==> config.mk <==
export PLATFORM = sky130hd
export DESIGN_NAME = mfp_usart_tx
export DESIGN_NICKNAME = d
export VERILOG_FILES = /design/src/rtl/mfp_usart_tx.sv
export SDC_FILE = /design/constraint.sdc
export NUM_CORES = 1
export LEC_CHECK = 0
export ABC_AREA = 1
export ABC_CLOCK_PERIOD_IN_PS = 5950
export BUFFER_PORTS_ARGS = -buffer_cell sky130_fd_sc_hd__buf_2
export CAP_MARGIN = 5
export CORE_MARGIN = 4
export CORE_UTILIZATION = 55
export DETAILED_ROUTE_END_ITERATION = 10
export PLACE_DENSITY = 0.73
export SKIP_LAST_GASP = 1
export SYNTH_ARGS = -nofsm -noshare
export SYNTH_HDL_FRONTEND = slang
export SYNTH_SLANG_ARGS = --single-unit
==> constraint.sdc <==
create_clock -name clk -period 5.95 [get_ports clk]
set_clock_uncertainty 0.1 [all_clocks]
set_input_delay 1.19 -clock clk [delete_from_list [all_inputs] [get_ports clk]]
set_output_delay 1.19 -clock clk [all_outputs]
set_load 0.05 [all_outputs]
==> src/rtl/mfp_usart_tx.sv <==
// mfp_usart_tx: MFP USART serial transmitter driven by the timer D tick.
module mfp_usart_tx #(
  parameter logic IDLE_LEVEL = 1'b1
) (
  input  logic       clk,
  input  logic       reset,
  input  logic       clk_en,
  input  logic       baud_tick,
  input  logic       div16,
  input  logic [1:0] char_len,
  input  logic [1:0] stop_mode,
  input  logic       parity_en,
  input  logic       parity_even,
  input  logic       tx_enable,
  input  logic       break_req,
  input  logic [7:0] data_in,
  input  logic       data_we,
  output logic       buf_empty,
  output logic       underrun,
  output logic       tx_end,
  output logic       busy,
  output logic       txd
);
  typedef enum logic [2:0] {S_IDLE, S_START, S_DATA, S_PARITY, S_STOP} state_t;
  state_t     r_state;
  logic [7:0] r_hold, r_shift;
  logic       r_buf_empty, r_underrun, r_busy, r_txd, r_brk, r_par, r_par_en;
  logic [5:0] r_cnt, r_bit_len, r_stop_len;
  logic [2:0] r_left, r_nb_m1;
  logic [7:0] w_mask;
  logic [5:0] w_len, w_stop_len;
  logic       w_start_ok, w_bit_end, w_load;
  assign w_mask     = 8'hFF >> char_len;
  assign w_start_ok = tx_enable & ~r_buf_empty & (stop_mode != 2'b00) & ~break_req;
  assign w_len      = (r_state == S_STOP) ? r_stop_len : r_bit_len;
  assign w_bit_end  = baud_tick & (r_cnt + 6'd1 == w_len);
  assign w_stop_len = div16 ? (stop_mode == 2'b01 ? 6'd16 : stop_mode == 2'b10 ? 6'd24 : 6'd32)
                            : (stop_mode == 2'b01 ? 6'd1 : 6'd2);
  // r_brk holds off a new frame for one cycle so the line shows mark after a break
  assign w_load = w_start_ok & ((r_state == S_IDLE & ~r_brk) | (r_state == S_STOP & w_bit_end));
  always_ff @(posedge clk) begin
    if (reset) begin
      r_state     <= S_IDLE;
      r_hold      <= 8'h00;
      r_shift     <= 8'h00;
      r_buf_empty <= 1'b1;
      r_underrun  <= 1'b0;
      r_busy      <= 1'b0;
      r_txd       <= IDLE_LEVEL;
      r_brk       <= 1'b0;
      r_par       <= 1'b0;
      r_par_en    <= 1'b0;
      r_cnt       <= 6'd0;
      r_bit_len   <= 6'd1;
      r_stop_len  <= 6'd1;
      r_left      <= 3'd0;
      r_nb_m1     <= 3'd7;
    end else if (clk_en) begin
      if (data_we & r_buf_empty) begin
        r_hold      <= data_in;
        r_buf_empty <= 1'b0;
      end
      if (data_we) r_underrun <= 1'b0;
      if (w_load) begin
        r_shift     <= r_hold & w_mask;
        r_par       <= ^(r_hold & w_mask) ^ ~parity_even;
        r_par_en    <= parity_en;
        r_nb_m1     <= 3'd7 - {1'b0, char_len};
        r_bit_len   <= div16 ? 6'd16 : 6'd1;
        r_stop_len  <= w_stop_len;
        r_buf_empty <= 1'b1;
        r_cnt       <= 6'd0;
        r_state     <= S_START;
        r_busy      <= 1'b1;
        r_txd       <= 1'b0;
      end else begin
        case (r_state)
          S_IDLE: begin
            r_txd <= break_req ? 1'b0 : IDLE_LEVEL;
            r_brk <= break_req;
          end
          default: begin
            if (baud_tick) r_cnt <= w_bit_end ? 6'd0 : r_cnt + 6'd1;
            if (w_bit_end)
              case (r_state)
                S_START: begin
                  r_state <= S_DATA;
                  r_txd   <= r_shift[0];
                  r_shift <= r_shift >> 1;
                  r_left  <= r_nb_m1;
                end
                S_DATA:
                  if (r_left == 3'd0) begin
                    r_state <= r_par_en ? S_PARITY : S_STOP;
                    r_txd   <= r_par_en ? r_par : 1'b1;
                  end else begin
                    r_txd   <= r_shift[0];
                    r_shift <= r_shift >> 1;
                    r_left  <= r_left - 3'd1;
                  end
                S_PARITY: begin
                  r_state <= S_STOP;
                  r_txd   <= 1'b1;
                end
                default: begin
                  r_state <= S_IDLE;
                  r_busy  <= 1'b0;
                  r_txd   <= break_req ? 1'b0 : IDLE_LEVEL;
                  r_brk   <= break_req;
                  if (r_buf_empty) r_underrun <= 1'b1;
                end
              endcase
          end
        endcase
      end
    end
  end
  assign buf_empty = r_buf_empty;
  assign underrun  = r_underrun;
  assign busy      = r_busy;
  assign txd       = r_txd;
  assign tx_end    = ~tx_enable & ~r_busy;
endmodule

==> summary.md, run 1 <==
| Metric | Value |
|---|---|
| # resized after CTS | `0` |
| I/O pin cnt | `27` |
| Die ar. | `~5700 um^2` |
| Worst VDD drop | `159.3 uV` |
| Pwr/cell area | `227.2 nW/um^2` |
| Nets | `between 400 and 500` |
| Post-Syn Nets | `404` |
| Slew headroom | `0.4222` |
| Final Setup Violations | `0` |
| FF+latch count, synth | `44` |
| Post-DP Area | `2638 um^2` |
| P&R area growth vs syn | `8.218%` |
| Ys flop type | `dfxtp_1` |
| Hpwl dp | `4059 um` |
| Total gr overflow | `0` |
| First-pass GRT wire length | `approximately 8900 um` |
| Tot GR Track Use | `0.2048` |
| RSZ-0062 raised after global routing | `false` |
| Final Wtd Congestion | `0.8713` |
| CP Launch Type | `input port` |
| Final Total Pwr | `0.0006216 W` |
| Synth unique cells | `37` |
| CTS Sinks | `44` |
| Setup Total Neg Slack | `0 ns` |
| Final Instance Area | `2735 um^2` |
| Status | `completed` |
| CP Data Required Time | `4.66 ns` |
| TritonCTS clock tree | `yes` |
| # H-tree levels | `2` |
| Arrival time worst endpoint | `1.64 ns` |
| NetSw | `0.0001859 W` |
| Seq/Total Area, Yosys | `0.3485` |
| # Max-Cap Violations | `0` |
| Post-Synthesis Cells | `376` |
| CP Class | `input port to primary output` |
| Switching share of power | `0.2990` |
| Synthesized cell area | `2527 um^2` |
| Final worst path period share | `0.4928` |
| Die Wd | `75.79 um` |
| Antenna fix cells | `0` |
| Comb power frac | `0.170` |
| DR DRC count | `0` |
| Core area | `~4400 um^2` |
| CTS Buffer Depth | `2` |
| LEAKAGE | `1.302 nW` |
| Post-Syn Area per Cell | `6.722 um^2` |
| Hold WC Path Type | `flip-flop to flip-flop` |
| PortBufs | `26` |
| Total number of vias | `2292` |
| Drt pass-1 iters | `4` |
| Layout cells sized above 1 | `0.1533` |
| Largest net degree at the start of global routing | `30` |
| Internal power | `0.0004357 W` |
| Root Buffer | `clkbuf_8` |
| Sequential share of power | `0.507` |
| YS warnings | `0` |
| DR WL/cell | `11.92 um` |
| Clock-pin slew on the worst setup and hold paths | `0.09 ns` |
| Post-CTS setup buffers | `0` |
| Worst Tran Pin Value | `approximately 0.87 ns` |
| FMAX | `0.3410 GHz` |
| Row cnt | `24` |
| DRT iter0 DRCs | `between 100 and 150` |
| Slew Viols, Final | `0` |
| Vert. Die Dim | `approximately 76 um` |
| Hold_buf cts | `0` |
| CP peak stage delay | `between 0.2 and 0.3 ns` |
| Cell repeated most along the worst path | `buf_2` |
| Initial antenna violation count | `0` |
| Clock share of power | `0.323` |
| Vias in the first global route | `1976` |
| Initial core utilization | `0.5726` |
| Vias per cell | `5.093` |
| Worst-Skew Late Latency | `0.30 ns` |
| CP Cell Sequence | `buf_2 > nor2_1 > buf_2` |
| Final Critical Period | `2.932 ns` |
| Post-synth EDFFs | `0` |
| Post-synth ARST share | `0` |
| Final count of hold timing violations | `0` |
| Antenna violation net count after detailed routing | `0` |
| CTS Buf Count | `5` |
| Nature of the critical path endpoint | `primary output` |
| Final WL | `5362 um` |
| CP max FO | `2` |
| Slowest-stage cell, CP | `buf_2` |
state kept, by name (all words and copies together), names as in the netlist:
name / flops
buf_empty: 1
underrun: 1
r_bit_len: 2
r_shift: 8
txd: 1
r_cnt: 6
r_state: 3
busy: 1
r_par_en: 1
r_nb_m1: 2
r_brk: 1
r_left: 3
r_stop_len: 5
r_par: 1
r_hold: 8
cell usage in the layout (no fill, tap or decap), types with 2 or more instances in the layout:
cell,instances
nor2_2,4
o21ai_0,28
dfxtp_1,44
nor2_1,44
nor3_1,2
clkbuf_8,6
buf_2,26
inv_2,3
nand2_2,7
a21oi_1,22
nand3_1,30
nand4_1,2
o211ai_1,2
a21oi_2,2
nand2_1,82
ha_1,6
clkinvlp_4,2
inv_1,51
o21ai_1,8
xor2_1,8
nand2_4,3
nor2_4,2
power by group through the flow:
stage / Combinational, W / Clock, W / Sequential [W]
2_1_floorplan: 0.0000787 / 0 / 0.000324
3_3_place_gp: 0.000104 / 0 / 0.000322
3_5_place_dp: 0.000105 / 0 / 0.000322
4_1_cts: 0.000106 / 0.000207 / 0.000315
5_1_grt: 0.000118 / 0.000219 / 0.000317
6_report: 0.000106 / 0.000201 / 0.000315
per-stage QoR:
| stage | hold WS (ns) | worst slack [ns] | utilization | cells |
|---|---|---|---|---|
| floorplan | 0.3173 | 2.825 | - | 376 |
| global placement | 0.3458 | 2.960 | 0.5975 | 442 |
| detailed placement | 0.3437 | 2.930 | 0.5975 | 442 |
| CTS | 0.3585 | 3.018 | 0.6196 | 450 |
| global route | 0.3853 | 2.969 | 0.6196 | 450 |
| finish | 0.3615 | 3.018 | 0.6196 | 450 |
area by class of cell:
class | instances | area [um^2]
clock buffers | 6 | 82.58
flip-flops and latches | 44 | 880.8
repair buffers | 26 | 130.1
well taps | 52 | 65.06
multi-input cells | 263 | 1344
fillers | 447 | 1679
inverters | 57 | 217.7
clock inverters | 2 | 15.01
critical path, delay by kind of cell:
family,cells,cell delay [ns]
simple gates,1,0.08
buf+inv,2,0.37
path summary, 6_finish.rpt:
check	startpoint	end	slack (ns)	cells past startpoint
max reg2reg	r_state[2]$_SDFFE_PP0P_	r_cnt[4]$_SDFFE_PP0P_	3.41	13
max	tx_enable	tx_end	3.02	3
min reg2reg	r_stop_len[3]$_SDFFE_PP0P_	r_stop_len[3]$_SDFFE_PP0P_	0.36	2
min	r_stop_len[3]$_SDFFE_PP0P_	r_stop_len[3]$_SDFFE_PP0P_	0.36	2
cell families (layout without fill, tap and decap cells):
logic type,Yosys count,count (layout),synth area share
simple gates,181,181,0.3208
buf+inv,69,91,0.1198
compound gates,67,67,0.1500
flops,44,44,0.3485
xor+xnor,9,9,0.03119
fa+ha+maj,6,6,0.02970
per-layer routing:
metal	wire (um)	track usage
met4	59	0.05049
met2	2263	0.3070
met1	2830	0.2894
met3	209	0.05805
met5	0	0
cell usage after synthesis, types with 3 or more instances:
| library cell | number | area, um^2 |
|---|---|---|
| clkbuf_1 | 4 | 15.01 |
| buf_6 | 4 | 45.04 |
| nand2_2 | 7 | 43.79 |
| a21oi_1 | 22 | 110.1 |
| nand2_4 | 3 | 33.78 |
| o21ai_0 | 28 | 140.1 |
| o21ai_1 | 8 | 40.04 |
| nand3_1 | 30 | 150.1 |
| nor2_2 | 4 | 25.02 |
| dfxtp_1 | 44 | 880.8 |
| inv_2 | 3 | 11.26 |
| nor2_1 | 44 | 165.2 |
| xor2_1 | 8 | 70.07 |
| inv_1 | 51 | 191.4 |
| nand2_1 | 82 | 307.8 |
| ha_1 | 6 | 75.07 |
(Power assumes the default switching activity.)
==> inputs of run 2 (changes only) <==
Settings changed: ABC_AREA 1 to 0, ABC_CLOCK_PERIOD_IN_PS 5950 to 2440, CORE_UTILIZATION 55 to 53, PLACE_DENSITY 0.73 to 0.74.
Clock period 5.95 ns to 2.44 ns, I/O delays scaled along.
==> summary.md, run 2 <==
| Metric | Value |
|---|---|
| Post-synth EDFFs | `0 (unchanged)` |
| Post-route setup slack | `-0.1049 ns (-3.123 ns)` |
| Final Wtd Congestion | `0.8708 (about the same)` |
| Final Setup Violations | `21 (+21)` |
| Slew headroom | `0.6508 (+0.2286)` |
| Post-synth ARST share | `0 (unchanged)` |
| Pwr/cell area | `473.4 nW/um^2 (+110%)` |
| Root Buffer | `clkbuf_8` |
| FF+latch count, synth | `44 (unchanged)` |
| Slew Viols, Final | `0 (unchanged)` |
| Vias in the first global route | `2457 (+24%)` |
| I/O pin cnt | `27 (unchanged)` |
| Layout cells sized above 1 | `0.3579 (+0.2047)` |
| Top-count cell post-synth | `dfxtp_1` |
| Largest net degree at the start of global routing | `37 (+23%)` |
| Die ar. | `5995 um^2 (+4.4%)` |
| Nets | `393 (-7.5%)` |
| Commonest cells in the synthesized netlist | `dfxtp_1 (44), nand2_1 (31), a21oi_1 (22)` |
| Arrival time worst endpoint | `2.65 ns (+1.01 ns)` |
| Antenna fix cells | `0 (unchanged)` |
| Worst r2r dst | `r_state[2]$_SDFFE_PP0P_` |
| TritonCTS clock tree | `yes` |
| CTS Buffer Depth | `2 (unchanged)` |
| CP peak stage delay | `0.57 ns (+0.31 ns)` |
| Initial core utilization | `0.5672 (-0.005340)` |
| Total gr overflow | `0 (unchanged)` |
| Final worst path period share | `1.043` |
| CTS Buf Count | `5 (unchanged)` |
| Tot GR Track Use | `0.2275 (+0.02275)` |
| Ys flop type | `dfxtp_1` |
| Worst-Skew Late Latency | `0.30 ns (about the same)` |
| Drt pass-1 iters | `4 (unchanged)` |
| Synthesized cell area | `2555 um^2 (+1.1%)` |
| CP Cell Sequence | `nand4_1 > or2_4 > xor3_1 > or4_4 > o21ai_4 > a211oi_2 > a31o_2` |
| Hold WC Path Type | `input port to flip-flop` |
| CTS Sinks | `44 (unchanged)` |
| Top post-synthesis cells by area | `dfxtp_1 (34%), mux2i_1 (4.7%), nand2_1 (4.6%)` |
| CP Launch Type | `flip-flop` |
| Initial antenna violation count | `0 (unchanged)` |
| Multi-input logic area | `1654 um^2 (+23%)` |
| CP max FO | `5 (+3)` |
| Post-Syn Area per Cell | `8.574 um^2 (+28%)` |
| CP Data Required Time | `2.54 ns (-2.12 ns)` |
| P&R area growth vs syn | `31.19%` |
| Failing checks | `negative setup slack` |
| DRT iter0 DRCs | `245 (+100%)` |
| Final Critical Period | `2.545 ns` |
| Post-Syn Nets | `326 (-19%)` |
| Total number of vias | `2458 (+7.2%)` |
| Finished Core Util | `0.7442 (+0.1246)` |
| Nature of the critical path endpoint | `flip-flop` |
| Antenna violation net count after detailed routing | `0 (unchanged)` |
| Crit path to | `r_state[2]$_SDFFE_PP0P_` |
| # H-tree levels | `2 (unchanged)` |
| DR DRC count | `0 (unchanged)` |
| Largest regs | `r_hold x8, r_shift x8, r_cnt x6` |
| Synth top area share | `0.3448 (-0.003755)` |
| Core area | `4504 um^2 (+2.0%)` |
| Fin cells | `418 (-7.1%)` |
| WP buf/inv | `0 (-2)` |
| Vert. Die Dim | `77.43 um (+2.2%)` |
| Final Total Pwr | `0.001587 W (+160%)` |
| First-pass GRT wire length | `11250 um (+26%)` |
| RSZ-0062 raised after global routing | `true` |
| # Max-Cap Violations | `0 (unchanged)` |
| Clock-pin slew on the worst setup and hold paths | `0.09 ns (about the same)` |
| Levels on crit path | `7 (+4)` |
| Register area | `885.9 um^2 (+0.57%)` |
| Slowest-stage cell, CP | `or4_4` |
| Hpwl dp | `4711 um (+16%)` |
| Hold path startpoint | `char_len[0]` |
| Worst Tran Pin Value | `0.5206 ns (-0.3451 ns)` |
| Setup Total Neg Slack | `-1.121 ns (-1.121 ns)` |
| Status | `finished with violations` |
| Vias per cell | `5.880 (+15%)` |
| Critical R2R Launch | `r_cnt[1]$_SDFFE_PP0P_` |
| Fillcell total | `321 (-28%)` |
| CP Class | `flip-flop to flip-flop` |
| Dpl cells | `403 (-8.8%)` |
| Post-Synthesis Cells | `298 (-21%)` |
| Most frequent cells in the layout | `buf_4 (45), dfxtp_1 (40), nand2_1 (30)` |
| YS warnings | `0 (unchanged)` |
| Synth unique cells | `63 (+70%)` |
| Most common cell after layout, fill and taps aside | `buf_4` |
| Final WL | `6691 um (+25%)` |
| Worst VDD drop | `493.8 uV (+210%)` |
| LEAKAGE | `1.338 nW (+2.8%)` |
| DR WL/cell | `16.01 um (+34%)` |
| Seq/Total Area, Yosys | `0.3448 (-0.003755)` |
| R2r setup slk | `-0.10 ns (-3.51 ns)` |
| Largest delay contributor family on the critical path | `simple AND/OR/NAND/NOR gates` |
| Row cnt | `24 (unchanged)` |
| Crit path from | `r_cnt[1]$_SDFFE_PP0P_` |
| Final count of hold timing violations | `0 (unchanged)` |
| PortBufs | `26 (unchanged)` |
| FMAX | `0.3929 GHz` |
| Die Wd | `77.43 um (+2.2%)` |
| Reg2Reg Depth | `7 (-6)` |
| Area leader, netlist | `dfxtp_1` |
-- run 2: changes by cell type in the layout (fill, tap and decap cells not counted), sizes merged, moves of 7 or more --
cell,change
a31oi,+8
nand2,-61
nand3,-23
mux2i,+12
inv,-44
nor2,-29
o31ai,+7
buf,+51
or3,+7
xnor2,+11
o21ai,-20
-- run 2: how the worst min path moves through the flow --
stage | to | cells after the start
2_1_floorplan | r_cnt[4]$_SDFFE_PP0P_ | 2
3_3_place_gp | r_cnt[4]$_SDFFE_PP0P_ | 2
3_5_place_dp | r_cnt[4]$_SDFFE_PP0P_ | 2
4_1_cts | r_nb_m1[0]$_SDFFE_PP1P_ | 2
5_1_grt | r_nb_m1[0]$_SDFFE_PP1P_ | 2
6_report | r_nb_m1[0]$_SDFFE_PP1P_ | 2
-- run 2: cells by family after synthesis --
group	synth area share
simple gates	0.2336
compound gates	0.2111
flops	0.3448
buf+inv	0.06464
xor+xnor	0.06073
mux	0.05583
fa+ha+maj	0.02938
-- run 2: stage by stage --
stage,setup slack (ns),instance area [um^2],hold slack (ns)
after floorplan,-0.1467,2634,0.3319
after global placement,-0.3259,3044,0.3435
after detailed placement,-0.3692,3044,0.3544
after CTS,-0.06183,3272,0.2977
after global routing,-0.2011,3352,0.2979
final,-0.1049,3352,0.2957
-- run 2: what timing repair did --
action,CTS,global route
hold buffers,0,0
pin swaps,13,8
resized for setup,21,16
buffers inserted,5,3
setup endpoints to repair,29,35
hold endpoints to repair,0,0
-- run 2: metal layers --
layer / vias up / GRT usage / wire [um] / part of all wire
met2: 82 / 0.3877 / 3215 / 0.48
met3: 10 / 0.05208 / 456 / 0.068
met1: 1153 / 0.2830 / 2920 / 0.44
met5: - / 0 / 0 / 0
li1: 1213 / - / - / -
met4: 0 / 0.07829 / 98 / 0.015
-- run 2: final cells by class --
| cell class | instances | share of cell area |
|---|---|---|
| Clock buffer | 5 | 0.02053 |
| Clock inverter | 3 | 0.01418 |
| Inverter | 12 | 0.01941 |
| Multi-Input combinational cell | 225 | 0.4935 |
| Sequential cell | 44 | 0.2643 |
| Tap cell | 52 | 0.01941 |
| Timing Repair Buffer | 77 | 0.1687 |
-- run 2: power breakdown --
group / leakage [nW] / total, W / switching (W) / internal, W
combinational: 0.921 / 0.000255 / 0.000139 / 0.000116
clock: 0.0583 / 0.000582 / 0.000274 / 0.000309
sequential: 0.358 / 0.000750 / 0.0000136 / 0.000736
